==> src/rtl/gs_row_sequencer.sv <==
// gs_row_sequencer: loads an NxN int8 system, runs Gauss-Seidel sweeps row by row on a one-shot core, streams x out.
// Optional GS_EARLY_EXIT_EN: stop once a sweep's max |dx| <= TOL and report sweeps executed on o_sweeps.
module gs_row_sequencer #(
  parameter int N = 8,
  parameter int ITER = 16
`ifdef GS_EARLY_EXIT_EN
  , parameter logic [31:0] TOL = 32'h0000_0100
`endif
) (
  input  logic                  i_clk,
  input  logic                  i_reset_n,
  input  logic                  i_start,
  input  logic                  i_row_valid,
  output logic                  o_row_ready,
  input  logic [N*8-1:0]        i_row,
  input  logic [7:0]            i_b,
  input  logic [31:0]           i_recip,
  output logic                  o_core_reset,
  output logic                  o_core_valid,
  output logic [(N-1)*8-1:0]    o_core_a,
  output logic [7:0]            o_core_b,
  output logic [31:0]           o_core_a_down,
  output logic [(N-1)*32-1:0]   o_core_x,
  input  logic                  i_core_valid,
  input  logic [31:0]           i_core_x_next,
  output logic                  o_x_valid,
  output logic [$clog2(N)-1:0]  o_x_idx,
  output logic [31:0]           o_x,
`ifdef GS_EARLY_EXIT_EN
  output logic [7:0]            o_sweeps,
`endif
  output logic                  o_done
);
  localparam int RW = $clog2(N);
  localparam logic [RW-1:0] LAST = RW'(N-1);
  localparam logic [7:0] SLAST = 8'(ITER-1);
  typedef enum logic [2:0] {IDLE, LOAD, CRST, ISSUE, WAIT, WB, OUT, DONE} state_t;
  state_t state_q, state_d;
  logic [RW-1:0] r_q, r_d;
  logic [7:0] sweep_q, sweep_d;
  logic [N*8-1:0] row_q [N], row_d [N];
  logic [7:0] b_q [N], b_d [N];
  logic [31:0] recip_q [N], recip_d [N];
  logic [31:0] x_q [N], x_d [N];
  logic [(N-1)*8-1:0] a_q, a_d;
  logic [7:0] cb_q, cb_d;
  logic [31:0] ad_q, ad_d;
  logic [(N-1)*32-1:0] cx_q, cx_d;
  logic last, conv;
  // Slot j of row r maps to column j, or j+1 once past the diagonal.
  function automatic logic [RW-1:0] col(input int j, input logic [RW-1:0] r);
    return (j < int'(r)) ? RW'(j) : RW'(j + 1);
  endfunction
  assign last = r_q == LAST;
`ifdef GS_EARLY_EXIT_EN
  logic [32:0] max_q, max_d, dx, mx;
  logic [7:0] sw_q, sw_d;
  logic signed [32:0] diff;
  assign diff = $signed({i_core_x_next[31], i_core_x_next}) - $signed({x_q[r_q][31], x_q[r_q]});
  assign dx = diff[32] ? 33'(-diff) : 33'(diff);
  assign mx = (dx > max_q) ? dx : max_q;
  assign conv = mx <= {1'b0, TOL};
  assign o_sweeps = sw_q;
`else
  assign conv = 1'b0;
`endif
  always_comb begin
    state_d = state_q;
    r_d = r_q;
    sweep_d = sweep_q;
    row_d = row_q;
    b_d = b_q;
    recip_d = recip_q;
    x_d = x_q;
    a_d = a_q;
    cb_d = cb_q;
    ad_d = ad_q;
    cx_d = cx_q;
`ifdef GS_EARLY_EXIT_EN
    max_d = max_q;
    sw_d = sw_q;
`endif
    case (state_q)
      IDLE: if (i_start) begin
        state_d = LOAD;
        r_d = '0;
      end
      LOAD: if (i_row_valid) begin
        row_d[r_q] = i_row;
        b_d[r_q] = i_b;
        recip_d[r_q] = i_recip;
        r_d = last ? '0 : r_q + 1'b1;
        sweep_d = last ? '0 : sweep_q;
        state_d = last ? CRST : LOAD;
`ifdef GS_EARLY_EXIT_EN
        max_d = '0;
`endif
      end
      CRST: begin
        for (int j = 0; j < N - 1; j++) begin
          a_d[(N-2-j)*8 +: 8] = row_q[r_q][(N-1-int'(col(j, r_q)))*8 +: 8];
          cx_d[(N-2-j)*32 +: 32] = x_q[col(j, r_q)];
        end
        cb_d = b_q[r_q];
        ad_d = recip_q[r_q];
        state_d = ISSUE;
      end
      ISSUE: state_d = WAIT;
      WAIT: state_d = i_core_valid ? WB : WAIT;
      WB: begin
        x_d[r_q] = i_core_x_next;
        r_d = last ? '0 : r_q + 1'b1;
        state_d = (last && (sweep_q == SLAST || conv)) ? OUT : CRST;
        sweep_d = (last && state_d == CRST) ? sweep_q + 8'd1 : sweep_q;
`ifdef GS_EARLY_EXIT_EN
        max_d = (last && state_d == CRST) ? '0 : mx;
        sw_d = (state_d == OUT) ? sweep_q + 8'd1 : sw_q;
`endif
      end
      OUT: begin
        r_d = last ? '0 : r_q + 1'b1;
        state_d = last ? DONE : OUT;
      end
      DONE: state_d = IDLE;
    endcase
  end
  always_ff @(posedge i_clk or negedge i_reset_n) begin
    if (!i_reset_n) begin
      state_q <= IDLE;
      r_q <= '0;
      sweep_q <= '0;
      a_q <= '0;
      cb_q <= '0;
      ad_q <= '0;
      cx_q <= '0;
      for (int i = 0; i < N; i++) begin
        row_q[i] <= '0;
        b_q[i] <= '0;
        recip_q[i] <= '0;
        x_q[i] <= '0;
      end
`ifdef GS_EARLY_EXIT_EN
      max_q <= '0;
      sw_q <= '0;
`endif
    end else begin
      state_q <= state_d;
      r_q <= r_d;
      sweep_q <= sweep_d;
      row_q <= row_d;
      b_q <= b_d;
      recip_q <= recip_d;
      x_q <= x_d;
      a_q <= a_d;
      cb_q <= cb_d;
      ad_q <= ad_d;
      cx_q <= cx_d;
`ifdef GS_EARLY_EXIT_EN
      max_q <= max_d;
      sw_q <= sw_d;
`endif
    end
  end
  assign o_row_ready = state_q == LOAD;
  assign o_core_reset = ~i_reset_n | (state_q == CRST);
  assign o_core_valid = state_q == ISSUE;
  assign o_core_a = a_q;
  assign o_core_b = cb_q;
  assign o_core_a_down = ad_q;
  assign o_core_x = cx_q;
  assign o_x_valid = state_q == OUT;
  assign o_x_idx = (state_q == OUT) ? r_q : '0;
  assign o_x = (state_q == OUT) ? x_q[r_q] : '0;
  assign o_done = state_q == DONE;
endmodule

==> config.mk <==
export PLATFORM = sky130hd
export DESIGN_NAME = gs_row_sequencer
export DESIGN_NICKNAME = d
export VERILOG_FILES = /design/src/rtl/gs_row_sequencer.sv
export SDC_FILE = /design/constraint.sdc
export NUM_CORES = 2
export LEC_CHECK = 0
export BUFFER_PORTS_ARGS = -buffer_cell sky130_fd_sc_hd__buf_2
export CAP_MARGIN = 20
export CORE_MARGIN = 8
export CORE_UTILIZATION = 30
export DETAILED_ROUTE_END_ITERATION = 10
export PLACE_DENSITY = 0.55
export SYNTH_ARGS = -nofsm -noshare
export SYNTH_HDL_FRONTEND = slang
export SYNTH_SLANG_ARGS = --single-unit
==> constraint.sdc <==
create_clock -name i_clk -period 4.8 [get_ports i_clk]
set_input_delay 0.96 -clock i_clk [delete_from_list [all_inputs] [get_ports i_clk]]
set_output_delay 0.96 -clock i_clk [all_outputs]
set_load 0.01 [all_outputs]
==> results.md <==
- Syn-to-layout area delta: 17.49%
- Share of cells above drive strength 1: 40.45%
- RePlAce Congestion: about 0.81
- RSZ-0062 raised after global routing: false
- Final Hold Fails: 0
- Wire per inst: 26.92 µm
- Detailed placement HPWL: around 140000 µm
- Pwr Total: between 50000 and 60000 µW
- Leading register cell type out of synthesis: dfrtp_1
- Outcome: finished clean
- Yosys cell types: 63
- WP buf/inv: 1
- Cts bufs inserted: between 150 and 200
- WP data arrival: about 3600 ps
- Skew final: 26.94 ps
- Hold_buf cts: 0
- Fmax achieved: around 220 MHz
- Initial core utilization: between 30% and 40%
- Slowest stage delay, CP: between 900 and 1000 ps
- Grt ovf: 0
- I/O pin count: between 500 and 600
- Cell family with most CP delay: simple AND/OR/NAND/NOR gates
- Slew headroom: 22.37%
- Cell Count, Final, Fillers Out: a little under 8000
- Gate Count Post-Synth: roughly 4600
- Cell count after placement: 7572
- Root Buffer: clkbuf_16
- CP max FO: 32
- Seq cells post-synth: ~1400
- TNS Setup: 0 ps
- Leak: between 0.03 and 0.04 µW
- First-pass GRT wire length: about 310000 µm
- DRT Pass-1 Iters: 5
- Kind of critical path: reg2out
- Finish-stage setup viols: 0
- Antenna Nets Post-Route: 0
- VDD IR max: between 300 and 400 µV
- Final cycle utilization of the critical path: 95.91%
- Cell area after synthesis: about 60000 µm²
- Number of remaining DRC errors: 0
- Die area: about 220000 µm²
- Pwr Density: 707.0 nW/µm²
- Syn. warnings: 0
- Number of synthesized flops with an enable pin: 0
- Crit start category: flip-flop
- Core area: a little over 200000 µm²
- Post-Syn Nets: around 4800
- Vias: about 42000
- H-tree levels: 4
- Max cap viols: 0
- Overall Global Routing Usage: a little under a fifth
- Worst Hold Class: in2async
- Initial DRC count: around 3100
- Minimum clock period after layout: between 4000 and 5000 ps
- CTS tree: built
- Rows: roughly 170
- Async SR Flop Fraction: 100.0%
- Sequential share of the synthesized area: between 50 and 60%
- Die width: 468.7 µm
- Final Max Tran Viols: 0
- Chip height: about 470 µm
- Worst-Skew Late Latency: 810 ps
- CTS clock-pin slew for the worst setup and hold paths: ~60 ps
- Largest net degree at the start of global routing: between 150 and 200
- Syn Area/Cell: approximately 13 µm²
- Initial antenna violation count: 77
- Fin nets: 5185
- Max stage delay cell, worst path: and3b_2
- Number of port buffers: 500
- Worst slew pin tran: 1164 ps
- Post-CTS Resized: 0
- Postcts setup bufs: 0
- Clock sinks: around 1400
- CP endpoint kind: output pin
- Worst EP required: between 3000 and 4000 ps
- Vias per inst: 5.282
- Vias in the first global route: roughly 43000
- Clock Path Buffers: 3
- WL final: 211900 µm
- Critical path, cell by cell: and3b_2, a221oi_1, a31oi_1, buf_2
cell usage in the layout, fill, tap and decap left out, types with 16 or more instances in the layout:
cell          n
buf_12       35
a21oi_1      62
clkbuf_8     45
buf_4        93
dfrtp_1    1380
mux2_1       47
mux4_2       54
a221o_1      37
a31oi_1     104
o21ai_0     195
nor3_1       16
nand2_1     372
clkbuf_16   154
a22o_1       33
buf_2       499
nor2_1      124
a22oi_1      96
clkinv_2     22
o22a_1       16
o2bb2ai_1    33
a221oi_1    108
clkbuf_1     37
o21ai_1      45
mux2_2     1108
mux2i_1     252
registers in the layout (all words and copies together) (netlist names):
register / flops
b_q: 64
sweep_q: 8
o_core_x: 224
state_q: 3
o_core_a: 56
x_q: 256
r_q: 3
recip_q: 256
row_q: 473
o_core_b: 8
o_core_a_down: 32
final cells by class:
cell class                 count  area (µm²)
fill                       20026      131900
sequential                  1383       34620
multi-input combinational   2866       25040
clock buffer                 236        4612
timing repair buffer         628        3924
tap                         2688        3363
clock inverter                46       606.8
antenna                       15       37.54
inverter                       8       33.78
synthesized netlist by cell type, types with 33 or more instances:
cell type | number | share of area (%)
mux2i_1 | 252 | 4.1
o21ai_0 | 196 | 1.6
a21oi_1 | 62 | 0.50
clkbuf_1 | 91 | 0.56
a22oi_1 | 96 | 1.2
nor2_1 | 128 | 0.78
mux2_2 | 1108 | 20
o21ai_1 | 45 | 0.37
nand2_1 | 376 | 2.3
a22o_1 | 33 | 0.47
mux4_2 | 54 | 2.0
a221oi_1 | 108 | 1.5
a221o_1 | 37 | 0.60
buf_6 | 36 | 0.66
a31oi_1 | 104 | 1.1
buf_4 | 62 | 0.76
buf_2 | 160 | 1.3
dfrtp_1 | 1383 | 56
o2bb2ai_1 | 33 | 0.47
mux2_1 | 47 | 0.86
cells by family after synthesis:
kind of cell	Yosys count	synth area share [%]
multiplexers	1462	27.26
flip-flops	1383	56.29
AND/OR/NAND/NOR	601	4.109
adder cells (fa/ha/maj)	3	0.06106
buffers and inverters	367	3.384
AO/OA/AOI/OAI	800	8.901
stage by stage:
stage,setup slack [ps],util [%],area [µm²],hold WS [ps]
2_1_floorplan,2091,-,61490,452.2
5_1_grt,121.8,35.37,72210,159.9
3_3_place_gp,1112,32.79,66960,457.4
4_1_cts,198.8,35.35,72170,150.7
3_5_place_dp,1078,32.79,66960,465.6
6_report,196.5,35.38,72240,160.0
report_power, final:
group          total [µW]  leakage [µW]  switching (µW)  internal [µW]
sequential          20800        0.0176            3800          17000
clock               12100       0.00257            5100           7010
combinational       18100        0.0122            9510           8640
total               51100        0.0324           18400          32700
final timing paths:
path | endpoint | startpoint | cells after the start | slack [ps]
max | o_x[0] | r_q[1] | 4 | 200
min | x_q[111] | i_reset_n | 1 | 160
max reg2reg | recip_q[145] | r_q[0] | 5 | 1120
min reg2reg | o_core_x[79] | o_core_x[79] | 2 | 470
max in group asynchronous | row_q[392] | i_reset_n | 2 | 3190
min in group i_clk | o_core_x[79] | o_core_x[79] | 2 | 470
routing by layer:
| layer | wire length (µm) | GRT usage (%) |
|---|---|---|
| met5 | 245 | 0 |
| met4 | 6262 | 5.465 |
| met3 | 14610 | 4.384 |
| met2 | 98770 | 30.43 |
| met1 | 92000 | 25.09 |
Power figures use the tool's default switching activity.
